<file path="config.mk">
export PLATFORM = sky130hd
export DESIGN_NAME = bist_ctrl_gen2
export DESIGN_NICKNAME = d
export VERILOG_FILES = /design/src/rtl/bist_pkg.sv /design/src/rtl/bist_round_counter.sv /design/src/rtl/bist_ctrl_gen2.sv
export SDC_FILE = /design/constraint.sdc
export NUM_CORES = 1
export LEC_CHECK = 0
export ABC_CLOCK_PERIOD_IN_PS = 5810
export CORE_MARGIN = 2
export CORE_UTILIZATION = 35
export CTS_CLUSTER_DIAMETER = 60
export DETAILED_ROUTE_END_ITERATION = 6
export SETUP_SLACK_MARGIN = 0.05
export SLEW_MARGIN = 10
export SYNTH_ARGS = -nofsm -noshare
export SYNTH_HDL_FRONTEND = slang
export SYNTH_SLANG_ARGS = --single-unit
</file>
<file path="constraint.sdc">
create_clock -name CLK -period 5.81 [get_ports CLK]
set_input_delay 1.743 -clock CLK [delete_from_list [all_inputs] [get_ports CLK]]
set_output_delay 1.743 -clock CLK [all_outputs]
set_load 0.01 [all_outputs]
</file>
<file path="src/rtl/bist_pkg.sv">
// bist_pkg: state encoding and default widths shared by the BIST sequencer files.
package bist_pkg;
    localparam int N_W_DEF   = 8;
    localparam int M_W_DEF   = 8;
    localparam int SIG_W_DEF = 16;

    typedef enum logic [2:0] {
        S_IDLE, S_ARM, S_INIT, S_RUN, S_FINISH, S_DONE, S_REARM
    } state_t;
endpackage

</file>
<file path="src/rtl/bist_round_counter.sv">
// bist_round_counter: nested pattern/round counter; each round is N active cycles plus one gap.
module bist_round_counter import bist_pkg::*; #(
    parameter int N_W = N_W_DEF,
    parameter int M_W = M_W_DEF
) (
    input  logic           CLK,
    input  logic           RESET,
    input  logic           i_clear,
    input  logic           i_enable,
    input  logic [N_W-1:0] i_n,
    input  logic [M_W-1:0] i_m,
    output logic [N_W-1:0] o_n_cnt,
    output logic [M_W-1:0] o_m_cnt,
    output logic           o_gap,
    output logic           o_last
);
    logic [N_W-1:0] r_n_cnt;
    logic [M_W-1:0] r_m_cnt;

    assign o_n_cnt = r_n_cnt;
    assign o_m_cnt = r_m_cnt;
    assign o_gap   = r_n_cnt == i_n;
    assign o_last  = o_gap && (r_m_cnt == i_m - M_W'(1));

    always_ff @(posedge CLK or posedge RESET) begin
        if (RESET) begin
            r_n_cnt <= '0;
            r_m_cnt <= '0;
        end else if (i_clear) begin
            r_n_cnt <= '0;
            r_m_cnt <= '0;
        end else if (i_enable) begin
            r_n_cnt <= o_gap ? '0 : r_n_cnt + N_W'(1);
            r_m_cnt <= o_gap ? r_m_cnt + M_W'(1) : r_m_cnt;
        end
    end
endmodule

</file>
<file path="src/rtl/bist_ctrl_gen2.sv">
// bist_ctrl_gen2: BIST sequencer with programmable length, abort and on-chip signature compare.
module bist_ctrl_gen2 import bist_pkg::*; #(
    parameter int N_W   = N_W_DEF,
    parameter int M_W   = M_W_DEF,
    parameter int SIG_W = SIG_W_DEF
) (
    input  logic             CLK,
    input  logic             RESET,
    input  logic             START,
    input  logic             ABORT,
    input  logic [N_W-1:0]   N_CFG,
    input  logic [M_W-1:0]   M_CFG,
    input  logic [SIG_W-1:0] SIG_IN,
    input  logic [SIG_W-1:0] GOLDEN,
    output logic             INIT,
    output logic             RUNNING,
    output logic             OUT,
    output logic             SEED_LOAD,
    output logic [M_W-1:0]   ROUND,
    output logic             FINISH,
    output logic             BIST_END,
    output logic             PASS,
    output logic             FAIL,
    output logic             ABORTED
);
    state_t           r_state;
    logic             r_start;
    logic [N_W-1:0]   r_n;
    logic [M_W-1:0]   r_m;
    logic [SIG_W-1:0] r_golden;
    logic             r_pass;
    logic             r_fail;
    logic             r_aborted;
    logic [N_W-1:0]   w_n_cnt;
    logic [M_W-1:0]   w_m_cnt;
    logic             w_gap;
    logic             w_last;

    bist_round_counter #(.N_W(N_W), .M_W(M_W)) u_cnt (
        .CLK      (CLK),
        .RESET    (RESET),
        .i_clear  (r_state == S_INIT),
        .i_enable (r_state == S_RUN),
        .i_n      (r_n),
        .i_m      (r_m),
        .o_n_cnt  (w_n_cnt),
        .o_m_cnt  (w_m_cnt),
        .o_gap    (w_gap),
        .o_last   (w_last)
    );

    assign INIT      = r_state == S_INIT;
    assign RUNNING   = r_state == S_RUN;
    assign OUT       = RUNNING && (w_n_cnt < r_n);
    assign SEED_LOAD = RUNNING && w_gap;
    assign ROUND     = RUNNING ? w_m_cnt : '0;
    assign FINISH    = r_state == S_FINISH;
    assign BIST_END  = FINISH || (r_state == S_DONE) || (r_state == S_REARM);
    assign PASS      = r_pass;
    assign FAIL      = r_fail;
    assign ABORTED   = r_aborted;

    // START is registered and resets high, so a START held through reset reads as already high.
    always_ff @(posedge CLK or posedge RESET) begin
        if (RESET) begin
            r_state   <= S_IDLE;
            r_start   <= 1'b1;
            r_n       <= '0;
            r_m       <= '0;
            r_golden  <= '0;
            r_pass    <= 1'b0;
            r_fail    <= 1'b0;
            r_aborted <= 1'b0;
        end else begin
            r_start <= START;
            case (r_state)
                S_IDLE:   r_state <= r_start ? S_IDLE : S_ARM;
                S_ARM:    r_state <= r_start ? S_INIT : S_ARM;
                S_INIT: begin
                    r_n       <= N_CFG;
                    r_m       <= M_CFG;
                    r_golden  <= GOLDEN;
                    r_pass    <= 1'b0;
                    r_fail    <= 1'b0;
                    r_aborted <= 1'b0;
                    r_state   <= (M_CFG == '0) ? S_FINISH : S_RUN;
                end
                S_RUN: begin
                    if (ABORT) begin
                        r_state   <= S_DONE;
                        r_aborted <= 1'b1;
                        r_fail    <= 1'b1;
                        r_pass    <= 1'b0;
                    end else if (w_last) begin
                        r_state <= S_FINISH;
                    end
                end
                S_FINISH: begin
                    r_pass  <= SIG_IN == r_golden;
                    r_fail  <= SIG_IN != r_golden;
                    r_state <= S_DONE;
                end
                S_DONE:   r_state <= r_start ? S_DONE : S_REARM;
                S_REARM:  r_state <= r_start ? S_INIT : S_REARM;
                default:  r_state <= S_IDLE;
            endcase
        end
    end
endmodule

</file>
== Yosys cells after proc, flatten, opt, wreduce, memory -nomap -nowiden ==
Index checks and enable logic that the tools add are counted.
W data, S select, Z words.

* Flip-flop bits (word level): 55
* Input port bits: 52
* Output and inout bits: 17
* Word-level logic and storage cells: 59

* Add/sub/neg operators: 3
* Magnitude comparators: 1
* Equality and inequality tests: 12
* Mux-type cells: 20
* Reduce and logical (&&, ||, !) cells: 13

{| class="wikitable"
|+ Operator list
! kind !! count
|-
| $mux W8 || 7
|-
| $pmux W3 S7 || 1
|-
| $add A8 B1 Y8 const B || 2
|-
| $eq A16 B16 Y1 || 1
|-
| $eq A8 B8 Y1 || 2
|-
| $ne A16 B16 Y1 || 1
|-
| $mux W3 || 4
|-
| $eq A3 B3 Y1 const B || 3
|-
| $logic_not A8 Y1 || 1
|-
| $lt A8 B8 Y1 || 1
|-
| $sub A8 B1 Y8 const B || 1
|-
| $eq A3 B2 Y1 const B || 2
|-
| $pmux W1 S3 || 2
|-
| $reduce_and A2 Y1 || 3
|-
| $mux W2 || 2
|-
| $reduce_bool A2 Y1 || 2
|-
| $eq A3 B1 Y1 const B || 1
|-
| $logic_and A1 B1 Y1 || 3
|-
| $logic_not A3 Y1 || 1
|-
| $mux W1 || 3
|-
| $ne A3 B2 Y1 const B || 1
|-
| $reduce_bool A3 Y1 || 1
|-
| $logic_or A1 B1 Y1 || 2
|-
| $ne A2 B2 Y1 const B || 1
|-
| $pmux W1 S2 || 1
|}

== Longest topological paths before layout ==
Gate-level depths: netlist (run 1).

* Depth in word-level cells: 6
* Gate-level depth with buffers: 8
* Gate-level depth less buffers: 7

== Cells and area by module ==
A second synthesis (run 1) with hierarchy kept.

* Cell total of the unflattened synthesis: 305
* Area, all modules: 3,261.9 µm²

{| class="wikitable"
|+ By module, submodules not included
! module !! times used !! cells an instance !! area each (µm²) !! seq. area each (µm²)
|-
| bist_ctrl_gen2 || 1 || 177 || 2,118.3 || 977.2
|-
| bist_round_counter || 1 || 128 || 1,143.6 || 400.4
|}

== Worst setup path after synthesis (run 1) ==
Ideal clock, no wire load.

* Kind: register to output
* From: register u_cnt.r_n_cnt[3] (netlist: u_cnt.o_n_cnt[3])
* To: output OUT
* Arrival: 1.911 ns
* Required time: 4.067 ns
* Slack: 2.156 ns
* Stages on the path, launching flop included: 7
* Path buffers: 0
* Path through: dfrtp_1 > ha_1 > a21o_1 > a21oi_1 > nor2b_1 > o311a_1 > a2111oi_0

* Longest elaborated chain between the ends: 2

{| class="wikitable"
|+ Ends and longest elaborated chain
! what !! RTL line !! RTL
|-
| from (decl) || bist_round_counter.sv:17 || <nowiki>logic [N_W-1:0] r_n_cnt;</nowiki>
|-
| from (signal assigned) || bist_round_counter.sv:33 || <nowiki>r_n_cnt <= o_gap ? '0 : r_n_cnt + N_W'(1);</nowiki>
|-
| $lt A8 B8 Y1 || bist_ctrl_gen2.sv:54 || <nowiki>assign OUT = RUNNING && (w_n_cnt < r_n);</nowiki>
|-
| $logic_and A1 B1 Y1 || bist_ctrl_gen2.sv:54 ||
|-
| to (decl) || bist_ctrl_gen2.sv:17 || <nowiki>output logic OUT,</nowiki>
|}

Every way passes these cells.

== Worst setup path in the final report (run 1) ==
Ends and elaborated chain as after synthesis.

==> run_results.csv, run 1 <==
group,metric,value,unit
power,intPower,0.947,mW
setup_path,cp.arrival,2760,ps
timing,finalCritPeriodShare,0.775,
power,clock_power_share,0.142,
power,power.density,389,nW/µm²
synth,syn_area,3070,µm²
synth,synth_compound_area_frac,0.104,
synth,yosysSeqAreaShare,0.448,
synth,synth-edff-count,0,
cts,clock_sinks,55,
floorplan,rows,34,
cts,path_clk_slew,90,ps
synth,synth_ff_type,"dfrtp_1",
setup_path,cpPeakStageDelay,630,ps
synth,synth-xor-area-share,0.0912,
power,combPwrFrac,0.422,
timing,relSlewSlack,0.523,
global_route,antenna_found_initial,0,
synth,syn-num-nets,365,
final_layout,diodes,0,
setup_path,crit_fanout,5,
synth,async_flop_share,1.00,
synth,netlist_instances,302,
synth,synthMuxAreaShare,0.0904,
cts,cts_hold_buf,0,
final_layout,post-route-util,0.454,
run_status,outcome,"completed",
setup_path,crit_type,"reg2out",
global_route,first_global_vias,2465,
final_layout,nets,431,
floorplan,coreArea,8640,µm²
synth,synth_fa_ha_area_frac,0.0448,
final_layout,layout_commonest_cell,"clkdlybuf4s50_1",
drt,viasPerCell,5.01,
synth,ys_seq_elements,55,
timing,period_needed,4500,ps
drt,drt-initial-drc-count,74,
place,place_area,3840,µm²
setup_path,path_cells,"ha_1 -> a21o_1 -> a21oi_1 -> nor2b_1 -> o311a_1 -> a2111oi_0 -> clkdlybuf4s50_1",
drt,ant_nets,0,
synth,synthSimpleGateAreaFrac,0.177,
timing,rsz0062_at_grt,"false",
final_layout,mostFrequentLayoutCells,"68 x clkdlybuf4s50_1, 54 x dfrtp_1, 23 x nand2_1, 23 x xor2_1, 22 x mux2_1",
global_route,grtUsageTotal,0.146,
power,p_leak,1.68,nW
floorplan,die_y,97.7,µm
cts,ctsResizeCount,0,
place,gp_congestion,0.821,
power,swShare,0.379,
place,dp_hpwl,4900,µm
synth,synth_top_family_by_area,"simple AND/OR/NAND/NOR gates",
drt,drcViolationCount,0,
cts,post_cts_buffers,0,
drt,detail_route.wl_per_cell,14.1,µm
cts,cts_buffers,5,
cts,ctsRootBufferMaster,"clkbuf_8",
synth,ys.warnings.count,0,
setup_path,cpMaxStageDelayCell,"clkdlybuf4s50_1",
setup_path,end_kind,"output pin",
timing,fin_tns_setup,0,ps
floorplan,fp.dieArea,9540,µm²
global_route,grt_pass1_wl,11600,µm
setup_path,critPathLaunchType,"register",
place,io_buffers,68,
setup_path,critPathRequiredTime,4070,ps
power,p_switching,0.579,mW
drt,routed_wl,6710,µm
cts,cts.htree.levels,2,
final_layout,area.growth.synth_to_final,27.7,%
final_layout,design_area,3920,µm²
timing,max_freq,222,MHz
cts,insertion_delay,300,ps
timing,final_max_slew_viol_count,0,
power,seq_power_share,0.436,
power,peakVddDrop,0.000145,V
timing,finalHoldViolCount,0,
hold_path,hp-class,"reg2reg",
floorplan,start_util,0.356,
synth,ys_types,52,
cts,clock_path_buffers,2,
final_layout,drive_gt1_frac,0.0462,
global_route,grt_remaining_overflow,0,
cts,cts_tree,"done",
drt,dr_total_vias,2386,
setup_path,crit_family,"compound AO/OA/AOI/OAI gates",
timing,setup_violations,0,
setup_path,path_buf_inv,1,
global_route,grt_max_degree,56,
flow_run,cap_violations,0,
drt,drt-pass1-iter-count,4,
synth,avgSynthCellArea,10.2,µm²
floorplan,ios,69,
timing,clock_skew,5.51,ps
timing,worstMarginPinSlew,710,ps
power,total_power,1.53,mW
floorplan,die_w,97.7,µm
==> through the flow <==
stage               cells  hold slack (ps)  worst slack [ps]
CTS                   476              497              1300
floorplan             302              452              2160
global route          476              532              1100
global placement      469              469              1670
finish                476              495              1310
detailed placement    469              483              1660
==> power by group through the flow <==
stage                     registers (mW)  clock network (mW)  logic [mW]
after CTS                          0.668               0.227       0.657
after global placement             0.672                   0       0.645
after global routing               0.696               0.244       0.745
after floorplan                    0.626                   0       0.510
after detailed placement           0.673                   0       0.653
final                              0.666               0.216       0.645
==> registers in the layout, indices dropped and copies added (netlist names) <==
signal,flops
r_golden,16
r_m,8
r_n,8
u_cnt.o_m_cnt,8
u_cnt.o_n_cnt,8
r_state,3
ABORTED,1
FAIL,1
PASS,1
r_start,1
==> cell usage after synthesis, types with 3 or more instances <==
library cell	instances	share of area
mux2_1	22	0.081
o31ai_1	3	0.0073
mux2i_1	3	0.0098
xnor2_1	9	0.026
nand3_1	9	0.015
nand2b_1	5	0.010
nand2_1	23	0.028
o21ai_0	5	0.0081
nor2b_1	6	0.012
inv_1	16	0.020
a21oi_1	10	0.016
buf_6	3	0.011
clkbuf_1	5	0.0061
nor4_1	7	0.014
nand4_1	5	0.010
ha_1	11	0.045
o21ai_1	19	0.031
xor2_1	23	0.066
dfrtp_1	54	0.44
and2_1	6	0.012
nor2_1	19	0.023
==> worst paths after layout <==
kind                                  startpoint          endpoint  slack [ps]  depth (start not counted)
worst max-delay path            u_cnt.o_n_cnt[3]               OUT        1310                          7
worst min-delay path            u_cnt.o_n_cnt[7]  u_cnt.o_n_cnt[7]         490                          1
worst max register to register  u_cnt.o_n_cnt[5]  u_cnt.o_m_cnt[6]        3510                          6
worst min register to register  u_cnt.o_n_cnt[7]  u_cnt.o_n_cnt[7]         490                          1
max in group asynchronous                  RESET  u_cnt.o_n_cnt[5]        3380                          3
min in group asynchronous                  RESET      r_golden[10]        1940                          3
==> logic make-up after synthesis <==
group,count (synthesis)
adders and majority gates,11
buffers and inverters,29
and+or+nand+nor,99
AOI/OAI and AO/OA,51
muxes,25
xor gates and xnor gates,32
DFF,55
==> routing by layer <==
layer / vias up / global-route usage / part of all wire
met2: 70 / 0.238 / 0.45
met1: 1131 / 0.192 / 0.46
met4: 0 / 0.0288 / 0.0064
met5: - / 0 / 0
li1: 1180 / - / -
met3: 5 / 0.0482 / 0.081
==> final cells by class <==
type / instances / area (µm²)
clock buffer: 6 / 82.6
clock inverter: 1 / 5.00
fill: 869 / 4710
inverter: 18 / 67.6
multi-input combinational: 218 / 1560
sequential: 55 / 1380
tap: 108 / 135
timing repair buffer: 70 / 696
==> worst register-to-register path, cell delays in order, from the launching register on <==
cell,delay (ps)
dfrtp_1,450
ha_1,310
nand4_1,250
nor4_1,530
nand3_1,150
or3_1,370
a21oi_1,170
(Power assumes the default switching activity.)
==> run 2, diff against run 1 <==
ABC_CLOCK_PERIOD_IN_PS = 4100   (was 5810)
clock period = 4.1 ns   (was 5.81 ns; I/O delays follow)
==> run 2 against run 1 <==
Compared with the run above:
- worst setup slack lost 820 ps
- clock power increased by 81%
- sequential power increased by 42%
- clock skew increased by 5.7 ps
- global-route usage up 0.093 points
- non-clock buffer count up 2
- via count shrank 0.38%
- largest power group unchanged
- highest routed layer unchanged
==> run_results.csv, run 2 (synthesized netlist as in run 1, its figures left out) <==
group,metric,value,unit
global_route,grt.busiest_layer,"met2",
setup_path,path_buf_inv,1,
final_layout,diodes,0,
timing,clock_skew,11.2,ps
final_layout,layout_commonest_cell,"clkdlybuf4s50_1",
setup_path,critPathLaunchType,"register",
setup_path,critPathRequiredTime,2870,ps
global_route,antenna_found_initial,0,
global_route,grt_pass1_wl,11600,µm
final_layout,fillerInstances,821,
final_layout,nets,433,
global_route,grt_max_degree,56,
cts,clock_sinks,55,
drt,drcViolationCount,0,
drt,viasPerCell,4.96,
timing,finalHoldViolCount,0,
global_route,grtUsageMet3,0.0475,
drt,detail_route.wl_per_cell,14.2,µm
final_layout,mostFrequentLayoutCells,"67 x clkdlybuf4s50_1, 54 x dfrtp_1, 23 x nand2_1, 23 x xor2_1, 22 x mux2_1",
cts,clock_path_buffers,2,
drt,dr_total_vias,2377,
floorplan,die_w,97.7,µm
setup_path,end_kind,"output pin",
timing,period_needed,3610,ps
timing,setup_violations,0,
timing,final_max_slew_viol_count,0,
floorplan,die_y,97.7,µm
setup_path,crit_type,"reg2out",
setup_path,crit_fanout,6,
final_layout,largest_reg_flops,16,
floorplan,start_util,0.356,
cts,cts_tree,"done",
power,p_leak,1.73,nW
place,io_buffers,68,
timing,max_freq,277,MHz
drt,ant_nets,0,
final_layout,regMostFlops,"r_golden",
setup_path,path_cells,"ha_1 -> nand4_1 -> nor3_1 -> clkdlybuf4s50_1",
cts,path_clk_slew,110,ps
floorplan,ios,69,
drt,drt-initial-drc-count,34,
setup_path,cp.arrival,2380,ps
floorplan,fp.dieArea,9540,µm²
global_route,first_global_vias,2337,
setup_path,cpPeakStageDelay,610,ps
global_route,use_met1,0.201,
timing,rsz0062_at_grt,"false",
cts,ctsRootBufferMaster,"clkbuf_8",
timing,worstMarginPinSlew,578,ps
run_status,outcome,"completed",
timing,finalCritPeriodShare,0.881,
final_layout,area.growth.synth_to_final,29.9,%
drt,routed_wl,6810,µm
setup_path,cpMaxStageDelayCell,"clkdlybuf4s50_1",
final_layout,drive_gt1_frac,0.0539,
timing,relSlewSlack,0.611,
timing,fin_tns_setup,0,ps
global_route,grt_remaining_overflow,0,
global_route,grt_util_met2,0.230,
place,dp_hpwl,5000,µm
floorplan,coreArea,8640,µm²
floorplan,rows,34,
cts,cts_buffers,5,
setup_path,crit_family,"simple AND/OR/NAND/NOR gates",
flow_run,cap_violations,0,
power,peakVddDrop,0.000245,V
timing,hold_slack,491,ps
cts,insertion_delay,310,ps
cts,cts.htree.levels,2,
setup_path,reg2reg_slack,1740,ps
place,gp_congestion,0.783,
global_route,grtUsageTotal,0.147,
hold_path,hp-class,"reg2reg",
drt,drt-pass1-iter-count,4,
power,power.density,569,nW/µm²
run 2: cell count changes in the layout (fill, tap and decap cells not counted), sizes merged:
cell,delta
inv,+1
dlymetal6s2s,+1
clkdlybuf4s50,-1
bufinv,+1
clkinv,-1
buf,+2
run 2: layer usage:
layer / wire (µm) / part of all wire
met1: 3230 / 0.47
met2: 3040 / 0.45
met3: 466 / 0.068
met4: 82 / 0.012
met5: 0 / 0
run 2: cell type report:
class	count	area (µm²)	area share
multi-input combinational	218	1560	0.391
clock inverter	2	38.8	0.00972
clock buffer	6	82.6	0.0207
sequential	55	1380	0.345
inverter	18	67.6	0.0169
tap	108	135	0.0339
timing repair buffer	72	726	0.182
run 2: path summary, 6_finish.rpt:
check / from / end / depth (start not counted)
worst max-delay path: u_cnt.o_n_cnt[6] / SEED_LOAD / 4
worst min-delay path: u_cnt.o_n_cnt[7] / u_cnt.o_n_cnt[7] / 1
worst max register to register: r_m[0] / r_state[2] / 5
max in group asynchronous: RESET / r_start / 3
min in group asynchronous: RESET / r_golden[9] / 3
worst min register to register: u_cnt.o_n_cnt[7] / u_cnt.o_n_cnt[7] / 1
run 2: what timing repair did:
action,4_1_cts,5_1_grt
endpoints found under the hold margin,0,0
resized for setup,0,2
buffers inserted,0,0
hold buffers,0,0
setup endpoints to repair,0,1
run 2: power by group:
part | internal [mW] | leakage, nW | switching, mW | total, mW
Combinational | 0.473 | 0.979 | 0.458 | 0.931
Clock | 0.201 | 0.0618 | 0.189 | 0.390
Sequential | 0.746 | 0.688 | 0.203 | 0.948
Total | 1.42 | 1.73 | 0.850 | 2.27
run 2: worst register-to-register path: stages (launching register included):
cell,delay (ps)
dfrtp_1,450
or4_4,550
or4b_1,520
o311a_1,160
o41ai_2,390
a21boi_1,210
run 2: stage by stage:
step                 util  cells  cell area (µm²)  power (mW)  setup slack, ps
finish              0.462    479             3990        2.27              487
global placement    0.447    471             3860        1.88              529
floorplan               -    302             3070        1.61              959
global route        0.462    479             3990        2.46              354
CTS                 0.461    479             3990        2.30              117
detailed placement  0.447    471             3860        1.90              481
